[config.mk]
export PLATFORM = sky130hd
export DESIGN_NAME = relu_grad
export DESIGN_NICKNAME = d
export VERILOG_FILES = /design/src/rtl/relu_pkg.sv /design/src/rtl/relu_mask_fifo.sv /design/src/rtl/relu_grad.sv
export SDC_FILE = /design/constraint.sdc
export NUM_CORES = 1
export LEC_CHECK = 0
export ABC_AREA = 1
export CORE_MARGIN = 3
export CORE_UTILIZATION = 35
export CTS_CLUSTER_SIZE = 40
export DETAILED_ROUTE_END_ITERATION = 8
export DONT_BUFFER_PORTS = 1
export GPL_ROUTABILITY_DRIVEN = 0
export GPL_TIMING_DRIVEN = 0
export PLACE_DENSITY_LB_ADDON = 0.3
export REMOVE_ABC_BUFFERS = 1
export SLEW_MARGIN = 10
export SYNTH_ARGS = -nofsm -noshare
export SYNTH_HDL_FRONTEND = slang
export SYNTH_SLANG_ARGS = --single-unit
[constraint.sdc]
create_clock -name aclk -period 3.06 [get_ports aclk]
set_input_delay 0.459 -clock aclk [delete_from_list [all_inputs] [get_ports aclk]]
set_output_delay 0.459 -clock aclk [all_outputs]
set_load 0.01 [all_outputs]
[src/rtl/relu_pkg.sv]
// Shared data-width constant and signed data type for the ReLU gradient slice.
package relu_pkg;

    localparam int unsigned DATA_W = 32;

    typedef logic signed [DATA_W-1:0] data_t;

endpackage

[src/rtl/relu_mask_fifo.sv]
// 1-bit wide mask FIFO: one bit per forward activation, popped in order by the gradient stream.
module relu_mask_fifo #(
    parameter int unsigned DEPTH = 64
) (
    input  logic                     clk_i,
    input  logic                     rst_ni,
    input  logic                     push_i,
    input  logic                     push_bit_i,
    input  logic                     pop_i,
    output logic                     pop_bit_o,
    output logic                     full_o,
    output logic                     empty_o,
    output logic [$clog2(DEPTH):0]   count_o
);

    localparam int unsigned AW = $clog2(DEPTH);

    logic [DEPTH-1:0] mem_q;
    logic [AW-1:0]    wr_ptr_q, wr_ptr_d;
    logic [AW-1:0]    rd_ptr_q, rd_ptr_d;
    logic [AW:0]      count_q, count_d;
    logic             do_push, do_pop;

    assign full_o    = (count_q == (AW+1)'(DEPTH));
    assign empty_o   = (count_q == '0);
    assign count_o   = count_q;
    assign pop_bit_o = mem_q[rd_ptr_q];

    // Guard against overflow/underflow even if the caller misbehaves.
    assign do_push = push_i & ~full_o;
    assign do_pop  = pop_i & ~empty_o;

    always_comb begin
        wr_ptr_d = wr_ptr_q;
        rd_ptr_d = rd_ptr_q;
        count_d  = count_q;
        if (do_push) begin
            wr_ptr_d = wr_ptr_q + 1'b1;
        end
        if (do_pop) begin
            rd_ptr_d = rd_ptr_q + 1'b1;
        end
        unique case ({do_push, do_pop})
            2'b10:   count_d = count_q + 1'b1;
            2'b01:   count_d = count_q - 1'b1;
            default: count_d = count_q;
        endcase
    end

    always_ff @(posedge clk_i or negedge rst_ni) begin
        if (!rst_ni) begin
            wr_ptr_q <= '0;
            rd_ptr_q <= '0;
            count_q  <= '0;
        end else begin
            wr_ptr_q <= wr_ptr_d;
            rd_ptr_q <= rd_ptr_d;
            count_q  <= count_d;
        end
    end

    // Storage needs no reset: count and pointers define which bits are live.
    always_ff @(posedge clk_i) begin
        if (do_push) begin
            mem_q[wr_ptr_q] <= push_bit_i;
        end
    end

endmodule

[src/rtl/relu_grad.sv]
// ReLU backward gate: stores forward sign masks and gates the upstream gradient with them.
// Optional leaky slope for negative activations enabled by defining RELU_GRAD_LEAKY_EN.
module relu_grad
    import relu_pkg::*;
#(
    parameter int unsigned DEPTH      = 64,
    parameter int unsigned LEAK_SHIFT = 3
) (
    input  logic                     aclk,
    input  logic                     aresetn,
    input  logic                     fwd_valid,
    output logic                     fwd_ready,
    input  logic [DATA_W-1:0]        fwd_result,
    input  logic                     grad_in_valid,
    output logic                     grad_in_ready,
    input  logic [DATA_W-1:0]        grad_in,
    output logic                     grad_out_valid,
    input  logic                     grad_out_ready,
    output logic [DATA_W-1:0]        grad_out,
    output logic [$clog2(DEPTH):0]   mask_count
);

    logic        en_q;
    logic        fifo_full, fifo_empty, pop_bit;
    logic        push, pop;
    logic        out_valid_q, out_valid_d;
    data_t       out_data_q, out_data_d;
    data_t       gated;

    // Handshakes stay low during reset and come up on the first edge after release.
    always_ff @(posedge aclk or negedge aresetn) begin
        if (!aresetn) begin
            en_q <= 1'b0;
        end else begin
            en_q <= 1'b1;
        end
    end

    assign fwd_ready     = en_q & ~fifo_full;
    assign grad_in_ready = en_q & ~fifo_empty & (~out_valid_q | grad_out_ready);
    assign push          = fwd_valid & fwd_ready;
    assign pop           = grad_in_valid & grad_in_ready;

    // Only the sign bit of the forward result matters.
    logic unused_fwd_bits;
    assign unused_fwd_bits = ^fwd_result[DATA_W-2:0];

    relu_mask_fifo #(
        .DEPTH (DEPTH)
    ) u_mask_fifo (
        .clk_i      (aclk),
        .rst_ni     (aresetn),
        .push_i     (push),
        .push_bit_i (~fwd_result[DATA_W-1]),
        .pop_i      (pop),
        .pop_bit_o  (pop_bit),
        .full_o     (fifo_full),
        .empty_o    (fifo_empty),
        .count_o    (mask_count)
    );

`ifdef RELU_GRAD_LEAKY_EN
    always_comb begin
        gated = data_t'(grad_in) >>> LEAK_SHIFT;
        if (pop_bit) begin
            gated = data_t'(grad_in);
        end
    end
`else
    logic [DATA_W-1:0] unused_leak_shift;
    assign unused_leak_shift = DATA_W'(LEAK_SHIFT);

    always_comb begin
        gated = '0;
        if (pop_bit) begin
            gated = data_t'(grad_in);
        end
    end
`endif

    always_comb begin
        out_valid_d = out_valid_q;
        out_data_d  = out_data_q;
        if (pop) begin
            out_valid_d = 1'b1;
            out_data_d  = gated;
        end else if (grad_out_ready) begin
            out_valid_d = 1'b0;
        end
    end

    always_ff @(posedge aclk or negedge aresetn) begin
        if (!aresetn) begin
            out_valid_q <= 1'b0;
            out_data_q  <= '0;
        end else begin
            out_valid_q <= out_valid_d;
            out_data_q  <= out_data_d;
        end
    end

    assign grad_out_valid = out_valid_q;
    assign grad_out       = out_data_q;

endmodule

==> flow_summary.ini, run 1 <==
[worst_setup_path]
endpoint_kind = flip-flop
worstRegToRegCells = 13
timing.rr.start = u_mask_fifo.count_o[6]
crit_type = reg -> reg
cp_max_fo = 13
crit_path_cell_trace = nor3_1, a21oi_2, nand2_4, clkinvlp_4, ha_2, ha_1, nand3_1, nand2_1, nand2_1, nand2_1, a21oi_1, or2_2, a31oi_1
path_delay_family = simple AND/OR/NAND/NOR gates
cp-start-kind = flip-flop
cp_slowest_cell = dfrtp_1
crit_path_frequent_cell = nand2_1
r2r_slack_ns = 0.39
worst-path-buf-inv = 1
arrival_ns = 3.00
max_stage_delay_ns = 0.46
r2r_end = u_mask_fifo.count_o[5]
required_ns = 3.39

[die]
initial_core_util = 0.359
rows = 46
core-area_mm2 = 0.0160
fp.dieH_um = 134
dieArea_mm2 = 0.0180
ios = 111
dieWidth_um = 134

[route]
vias = 4137
finalWirelength_um = 12300
dr.pass1.iters = 4
first_iter_violations = 279
avgRoutedWirePerCell_um = 13.7
drcViolationCount = 0
ant_nets = 0
vias_per_cell = 4.62

[cts]
numCtsBuffers = 17
cts.clk_slew.worst_paths_ns = 0.05
htreeDepth = 4
cts.sinks = 117
clkLatencyLatePin_ns = 0.41
cts.path.max_buffers = 2
root_buffer = clkbuf_16
cts_tree = built

[power]
p_clk_frac = 0.307
netSwitchingPower_mw = 2.40
swShare = 0.390
power_frac_seq = 0.424
leakage_nw = 3.01
total_power_mw = 6.14
comb_power_share = 0.269
p_int_mw = 3.74
p_per_area_mw_per_mm2 = 939
ir_drop_uv = 338

[final_layout]
finish.utilization = 0.408
diodes = 0
drive_above_1_share = 0.0853
finalNetCount = 745
fillCellCount = 1624
syn2layout_area_growth_pct = 13.7

[logic_synthesis]
synthCells = 665
yosys-top-cells-count = 214 x nand2_1, 124 x nor2_1, 80 x inv_1, 64 x edfxtp_1, 53 x dfrtp_1
synth_edf_count = 64
avgSynthCellArea_um2 = 8.64
synthDistinctLibCells = 33
synth.area.top_cells = edfxtp_1 33%, dfrtp_1 23%, nand2_1 14%
async_flop_share = 0.453
synth_ff_type = edfxtp_1
synth_seq_cells = 117
yosys.area.top_type = edfxtp_1
synth_top_cell_area_share = 0.334
yosysMostFrequentCell = nand2_1
synth_warnings = 0
synth.cell_area_mm2 = 0.00575
seq_area_frac_synth = 0.565

[sta]
post-route-min-period_ns = 2.67
finalWorstSetupSlack_ns = 0.388
max_freq_mhz = 374
hold_ws_ns = 0.139
setup_violations = 0
rsz0062_at_grt = no
slew_headroom = 0.375
tightestPinTransition_ns = 0.938
hold_viol_final = 0
drv_slew = 0
skew_ns = 0.00771
period_share = 0.873

[min_path]
hold_class = in -> reg
hp-start = grad_out_ready
holdPathStages = 1
hold_path_end = grad_out_valid

[global_route]
grt_max_degree = 56
grt_pass1_wl_um = 20000
grt-ovfl-total = 0
grt_pass1_vias = 3985
grt.total_usage = 0.143
antenna_found_initial = 0

[placed_design]
dp.final_hpwl_um = 7690
port_buffers = 0
place_ws_ns = -0.000346

[outcome]
status = complete, no violations

[run]
maxCapViolations = 0
-- metrics by stage --
stage / cells / setup TNS, ns / instance area, µm²
4_1_cts: 895 / 0 / 6510
2_1_floorplan: 643 / -2.57 / 5580
5_1_grt: 896 / 0 / 6530
3_3_place_gp: 859 / -8.40 / 5850
3_5_place_dp: 861 / -0.000346 / 5900
6_report: 896 / 0 / 6530
-- metal layers --
layer  vias to the layer above  track usage  share of wire
li1                       2081            -              -
met1                      1909        0.182           0.43
met2                       122        0.227           0.48
met3                        25       0.0446          0.070
met4                         0       0.0617          0.024
met5                         -            0              0
-- cell usage in the layout (no fill, tap or decap), types with 3 or more instances in the layout --
cell type,count
nor3_1,4
a21oi_1,9
o21ai_1,5
xor2_1,9
clkbuf_16,19
ha_1,7
inv_1,78
clkinv_2,7
nand2_1,213
edfxtp_1,64
nor2_1,124
inv_2,3
clkbuf_8,4
dfrtp_2,3
nand3_1,35
dfrtp_1,50
nand4_1,3
nand4_4,4
o21ai_0,12
-- power groups by stage --
stage | Sequential [mW] | Clock [mW] | Combinational, mW
final | 2.60 | 1.88 | 1.65
after global routing | 2.66 | 2.00 | 1.92
after global placement | 2.62 | 0 | 1.60
after floorplan | 2.46 | 0 | 1.26
after detailed placement | 2.62 | 0 | 1.65
after CTS | 2.60 | 1.92 | 1.68
-- worst register-to-register path, delay by kind of cell, from the launching register on --
family                     cells  cell delay [ns]
AOI/OAI and AO/OA              3             0.35
adders and majority gates      2             0.62
buffers and inverters          1             0.12
DFF                            1             0.46
and+or+nand+nor                7             1.02
-- final cells by class --
class | count | area (µm²) | area share
clock inverters | 8 | 41.3 | 0.00632
flip-flops and latches | 117 | 3250 | 0.498
multi-input cells | 443 | 2030 | 0.311
well taps | 216 | 270 | 0.0414
clock buffers | 24 | 534 | 0.0818
inverters | 83 | 318 | 0.0487
repair buffers | 5 | 85.1 | 0.0130
-- cells by family (layout without fill, tap and decap cells) --
kind of cell | Yosys count | after routing | share of synthesized area
XOR/XNOR | 11 | 11 | 0.0168
buffers and inverters | 105 | 120 | 0.0830
AO/OA/AOI/OAI | 30 | 30 | 0.0285
adder cells (fa/ha/maj) | 9 | 9 | 0.0209
AND/OR/NAND/NOR | 392 | 392 | 0.285
flip-flops | 117 | 117 | 0.565
other | 1 | 1 | 0.000653
-- flip-flops by register name, indices dropped and copies added, names as in the netlist --
name	count
en_q	1
grad_out	32
u_mask_fifo.rd_ptr_q	6
grad_out_valid	1
u_mask_fifo.count_o	7
u_mask_fifo.wr_ptr_q	6
u_mask_fifo.mem_q	64
-- how the worst max path moves through the flow --
| stage | startpoint | cells past startpoint | end | slack (ns) |
|---|---|---|---|---|
| final | u_mask_fifo.count_o[6] | 13 | u_mask_fifo.count_o[5] | 0.39 |
| after global routing | u_mask_fifo.count_o[0] | 16 | u_mask_fifo.count_o[6] | 0.006 |
| after CTS | u_mask_fifo.count_o[0] | 15 | u_mask_fifo.count_o[5] | 0.07 |
| after detailed placement | u_mask_fifo.count_o[0] | 15 | u_mask_fifo.count_o[5] | -0.0003 |
| after global placement | u_mask_fifo.count_o[0] | 15 | u_mask_fifo.count_o[5] | -1.44 |
| after floorplan | u_mask_fifo.count_o[0] | 15 | u_mask_fifo.count_o[5] | -0.65 |
-- what timing repair did --
item | CTS | global route
hold endpoints to repair | 53 | 0
gates resized for setup | 1 | 4
hold buffers | 2 | 0
endpoints found under the setup margin | 1 | 3
cloned | 0 | 0
buffers inserted | 0 | 1
Note: power is estimated with default switching activity, not from simulation.
==> run 2: changes to the inputs <==
- HOLD_SLACK_MARGIN: unset -> 0.15
- MAX_ROUTING_LAYER: unset -> met4
- clock period: 3.06 -> 3 ns (I/O delays scaled with it)
==> run 2 against run 1 <==
Effect of this change:
- worst setup slack improved by 0.012 ns
- worst hold slack improved by 0.044 ns
- cell count increased by 0.22%
- routed wire length decreased by 0.15%
- sequential cell count unchanged
- fmax increased by 2.8%
- count of clock-buffer cells in the layout unchanged
- core utilization increased by 0.11 points
- register-to-register slack about the same
- power increased by 1.9%
- clock power increased by 2%
==> flow_summary.ini, run 2 (synthesis gave the netlist of run 1 again) <==
[placed_design]
dp.final_hpwl_um = 7690
port_buffers = 0
placedInstanceArea_mm2 = 0.00590
place_ws_ns = -0.0603

[power]
leakage_nw = 3.02
p_clk_frac = 0.307
comb_power_share = 0.269
netSwitchingPower_mw = 2.43
p_int_mw = 3.82
p_per_area_mw_per_mm2 = 955
total_power_mw = 6.25
power_frac_seq = 0.424
swShare = 0.389
ir_drop_uv = 345

[worst_setup_path]
path_delay_family = simple AND/OR/NAND/NOR gates
required_ns = 3.33
crit_path_frequent_cell = nand2_1
r2r_slack_ns = 0.40
cp-start-kind = flip-flop
cp_max_fo = 7
endpoint_kind = flip-flop
arrival_ns = 2.93
worst-path-buf-inv = 2
crit_type = reg -> reg
max_stage_delay_ns = 0.43
crit_path_cell_trace = inv_1, nand3_1, inv_1, a31oi_2, nand2_2, ha_2, ha_1, nand3_1, nand2_1, nand2_1, nand2_1, a21oi_1, or2_2, a31oi_1
cp_slowest_cell = dfrtp_1

[route]
ant_nets = 0
avgRoutedWirePerCell_um = 13.6
vias = 4148
dr.pass1.iters = 4
first_iter_violations = 283
drcViolationCount = 0
vias_per_cell = 4.62
finalWirelength_um = 12200

[sta]
setup_violations = 0
hold_viol_final = 0
rsz0062_at_grt = no
tightestPinTransition_ns = 0.895
slew_headroom = 0.403
period_share = 0.867
hold_ws_ns = 0.184
skew_ns = 0.0102
post-route-min-period_ns = 2.60
drv_slew = 0
finalWorstSetupSlack_ns = 0.400
max_freq_mhz = 385

[final_layout]
diodes = 0
fillCellCount = 1620
multiInputGateArea_mm2 = 0.00203
final_cell_area_mm2 = 0.00655
regMostFlops = u_mask_fifo.mem_q
ff_latch_area_mm2 = 0.00325
layout_commonest_cell = nand2_1
syn2layout_area_growth_pct = 14.0
finish.utilization = 0.409
drive_above_1_share = 0.0865
final_cell_mix = 213 x nand2_1, 124 x nor2_1, 78 x inv_1
largest_reg_flops = 64
finalNetCount = 747

[die]
core-area_mm2 = 0.0160
rows = 46
fp.dieH_um = 134
dieArea_mm2 = 0.0180
ios = 111
initial_core_util = 0.359
dieWidth_um = 134

[cts]
numCtsBuffers = 17
htreeDepth = 4
root_buffer = clkbuf_16
cts_tree = built
cts.path.max_buffers = 2
cts.clk_slew.worst_paths_ns = 0.05
clkLatencyLatePin_ns = 0.41
cts.sinks = 117

[global_route]
grt_pass1_vias = 3998
grt_pass1_wl_um = 20000
grt.total_usage = 0.147
antenna_found_initial = 0
grt_max_degree = 56
grtUsageMet1 = 0.183
top_usage_layer = met2
grt-ovfl-total = 0
gr-usage-met2 = 0.227
grt_util_met3 = 0.0428

[outcome]
status = complete, no violations

[run]
maxCapViolations = 0

[min_path]
hold_class = in -> reg
[run 2: cell count changes in the layout (fill, tap and decap cells not counted)]
cell	change
buf_4	+1
dlygate4sd3_1	+1
[run 2: layout make-up]
| class | count | area share |
|---|---|---|
| clock inverters | 8 | 0.00630 |
| clock buffers | 24 | 0.0816 |
| well taps | 216 | 0.0413 |
| flip-flops and latches | 117 | 0.497 |
| multi-input cells | 443 | 0.310 |
| inverters | 83 | 0.0485 |
| repair buffers | 7 | 0.0157 |
[run 2: layer usage]
metal / routed length [µm] / vias to the layer above
met2: 5940 / 108
met4: 263 / 0
li1: - / 2085
met3: 746 / 21
met1: 5300 / 1934
met5: 0 / -
[run 2: per-stage QoR]
step                      TNS (ns)  instances
after floorplan              -2.93        643
after global placement       -9.12        859
after detailed placement   -0.0619        861
after CTS                        0        896
after global routing             0        898
final                            0        898
[run 2: repair_timing]
item / 4_1_cts / 5_1_grt
buffers inserted: 0 / 2
hold buffers: 3 / 0
hold endpoints to repair: 54 / 0
endpoints found under the setup margin: 2 / 4
pin swaps: 0 / 1
resized for setup: 1 / 4
[run 2: worst register-to-register path, stage by stage (launching register included)]
cell	delay, ns
dfrtp_1	0.43
inv_1	0.09
nand3_1	0.08
inv_1	0.07
a31oi_2	0.23
nand2_2	0.16
ha_2	0.27
ha_1	0.37
nand3_1	0.09
nand2_1	0.09
nand2_1	0.07
nand2_1	0.06
a21oi_1	0.07
or2_2	0.27
a31oi_1	0.14
[run 2: power groups by stage]
stage	registers, mW	logic [mW]	clock network, mW
5_1_grt	2.71	1.96	2.04
6_report	2.65	1.68	1.92
4_1_cts	2.66	1.71	1.96
3_5_place_dp	2.67	1.69	0
2_1_floorplan	2.51	1.29	0
3_3_place_gp	2.67	1.63	0
[run 2: worst paths after layout]
kind                                     endpoint  cells after the start              startpoint
max                        u_mask_fifo.count_o[5]                     14  u_mask_fifo.count_o[3]
min                                grad_out_valid                      2           grad_in_valid
max reg2reg                u_mask_fifo.count_o[5]                     14  u_mask_fifo.count_o[3]
min reg2reg                          grad_out[31]                      2            grad_out[31]
max in group asynchronous  u_mask_fifo.count_o[0]                      2                 aresetn
min in group asynchronous            grad_out[20]                      2                 aresetn
==> run 3: changes to the inputs <==
- PLACE_DENSITY: unset -> 0.6
- PLACE_DENSITY_LB_ADDON: 0.3 -> unset
==> run 3 against run 2 <==
Effect of this change:
- first-iteration DRC count rose by 6.7%
- routed wire length rose by 7.2%
- register-to-register slack worse by 0.06 ns
- count of clock-buffer cells in the layout rose by 1
- clock power up 9%
- core utilization increased by 0.87 points
- sequential share of layout area fell by 0.99 points
- critical path depth increased by 1
- largest cell class unchanged
==> flow_summary.ini, run 3 (synthesis gave the netlist of run 1 again) <==
[outcome]
status = complete, no violations

[sta]
slew_headroom = 0.356
rsz0062_at_grt = no
hold_ws_ns = 0.231
drv_slew = 0
max_freq_mhz = 375
setup_violations = 0
tightestPinTransition_ns = 0.966
skew_ns = 0.0108
post-route-min-period_ns = 2.66
hold_viol_final = 0
setup_tns_ns = 0
finalWorstSetupSlack_ns = 0.336
period_share = 0.888

[worst_setup_path]
cp_max_fo = 7
crit_type = reg -> reg
max_stage_delay_ns = 0.44
cp-start-kind = flip-flop
cp_slowest_cell = dfrtp_2
timing.rr.start = u_mask_fifo.count_o[0]
crit_path_frequent_cell = nand2_1
endpoint_kind = flip-flop
arrival_ns = 2.95
worstRegToRegCells = 15
setup.worst_path.start = u_mask_fifo.count_o[0]
required_ns = 3.29
crit_path_cell_trace = nor2_1, nand3_1, inv_1, a21oi_4, nand2_8, clkinvlp_4, ha_4, ha_1, a21oi_1, nand2_1, nand2_1, nand2_1, a21oi_1, or2_2, a31oi_1

[route]
dr.pass1.iters = 5
drcViolationCount = 0
first_iter_violations = 302
vias = 4238
finalWirelength_um = 13100
avgRoutedWirePerCell_um = 14.6
ant_nets = 0
vias_per_cell = 4.70

[placed_design]
place_ws_ns = -0.577
dp.final_hpwl_um = 7870
placedInstanceArea_mm2 = 0.00590
port_buffers = 0
place_inst = 861

[final_layout]
finish.utilization = 0.418
final_cell_mix = 213 x nand2_1, 124 x nor2_1, 78 x inv_1
largest_reg_flops = 64
fin_cells = 902
diodes = 0
syn2layout_area_growth_pct = 16.4
finalNetCount = 752
drive_above_1_share = 0.0962
layout_commonest_cell = nand2_1
final_cell_area_mm2 = 0.00669
regMostFlops = u_mask_fifo.mem_q

[cts]
htreeDepth = 4
cts.clk_slew.worst_paths_ns = 0.06
cts.sinks = 117
clkLatencyLatePin_ns = 0.41
cts_tree = built
root_buffer = clkbuf_16
cts.path.max_buffers = 2
numCtsBuffers = 17

[min_path]
hold_class = in -> reg
holdPathStages = 4
hp-start = grad_in[10]

[global_route]
antenna_found_initial = 0
grt-ovfl-total = 0
grt.total_usage = 0.151
grt_pass1_vias = 3875
grt_max_degree = 57
grt_pass1_wl_um = 20500

[power]
p_per_area_mw_per_mm2 = 972
total_power_mw = 6.50
ir_drop_uv = 441
leakage_nw = 3.07

[die]
fp.dieH_um = 134
dieWidth_um = 134
core-area_mm2 = 0.0160
ios = 111
rows = 46
initial_core_util = 0.359
dieArea_mm2 = 0.0180

[run]
maxCapViolations = 0
-- run 3: cell types whose count changed in the layout (fill, tap and decap cells not counted), sizes merged --
cell      before  now
buf            5    8
clkbuf        24   25
bufinv         0    1
nand2        216  218
clkinv         7    4
clkinvlp       1    2
inv           83   82
-- run 3: critical path, delay by kind of cell, from the launching register on --
kind | cells | cell delay (ns)
compound gates | 4 | 0.78
simple gates | 7 | 0.62
fa+ha+maj | 2 | 0.48
flops | 1 | 0.44
buf+inv | 2 | 0.22
-- run 3: layout make-up --
type                            instances  area, µm²
Sequential cell                       117       3250
Tap cell                              216        270
Timing Repair Buffer                   10        133
Multi-Input combinational cell        445       2080
Clock inverter                          6       57.6
Inverter                               83        318
Fill cell                            1595       9310
Clock buffer                           25        571
-- run 3: per-layer routing --
metal	vias to the layer above	share of wire	track usage
li1	2097	-	-
met1	2027	0.44	0.192
met2	99	0.49	0.234
met3	15	0.044	0.0330
met4	0	0.018	0.0645
met5	-	0	-
-- run 3: final timing paths --
| kind | endpoint | slack [ns] |
|---|---|---|
| setup / recovery | u_mask_fifo.count_o[5] | 0.34 |
| hold / removal | grad_out[10] | 0.23 |
| setup reg to reg | u_mask_fifo.count_o[5] | 0.34 |
| hold reg to reg | grad_out[7] | 0.55 |
| max in group asynchronous | u_mask_fifo.count_o[1] | 2.16 |
| min in group asynchronous | grad_out[8] | 0.58 |
-- run 3: report_power, final --
part           leakage (nW)  internal [mW]  switching [mW]  total (mW)
clock network         0.311           1.39           0.692        2.09
registers              1.25           2.04           0.632        2.67
logic                  1.51          0.560            1.18        1.74
total                  3.07           4.00            2.50        6.50
-- run 3: what timing repair did --
action,in CTS,in global routing
setup endpoints to repair,6,2
setup buffers,1,4
endpoints found under the hold margin,54,0
pin swaps,1,2
cloned,0,2
gates resized for setup,6,5
hold buffers,3,0
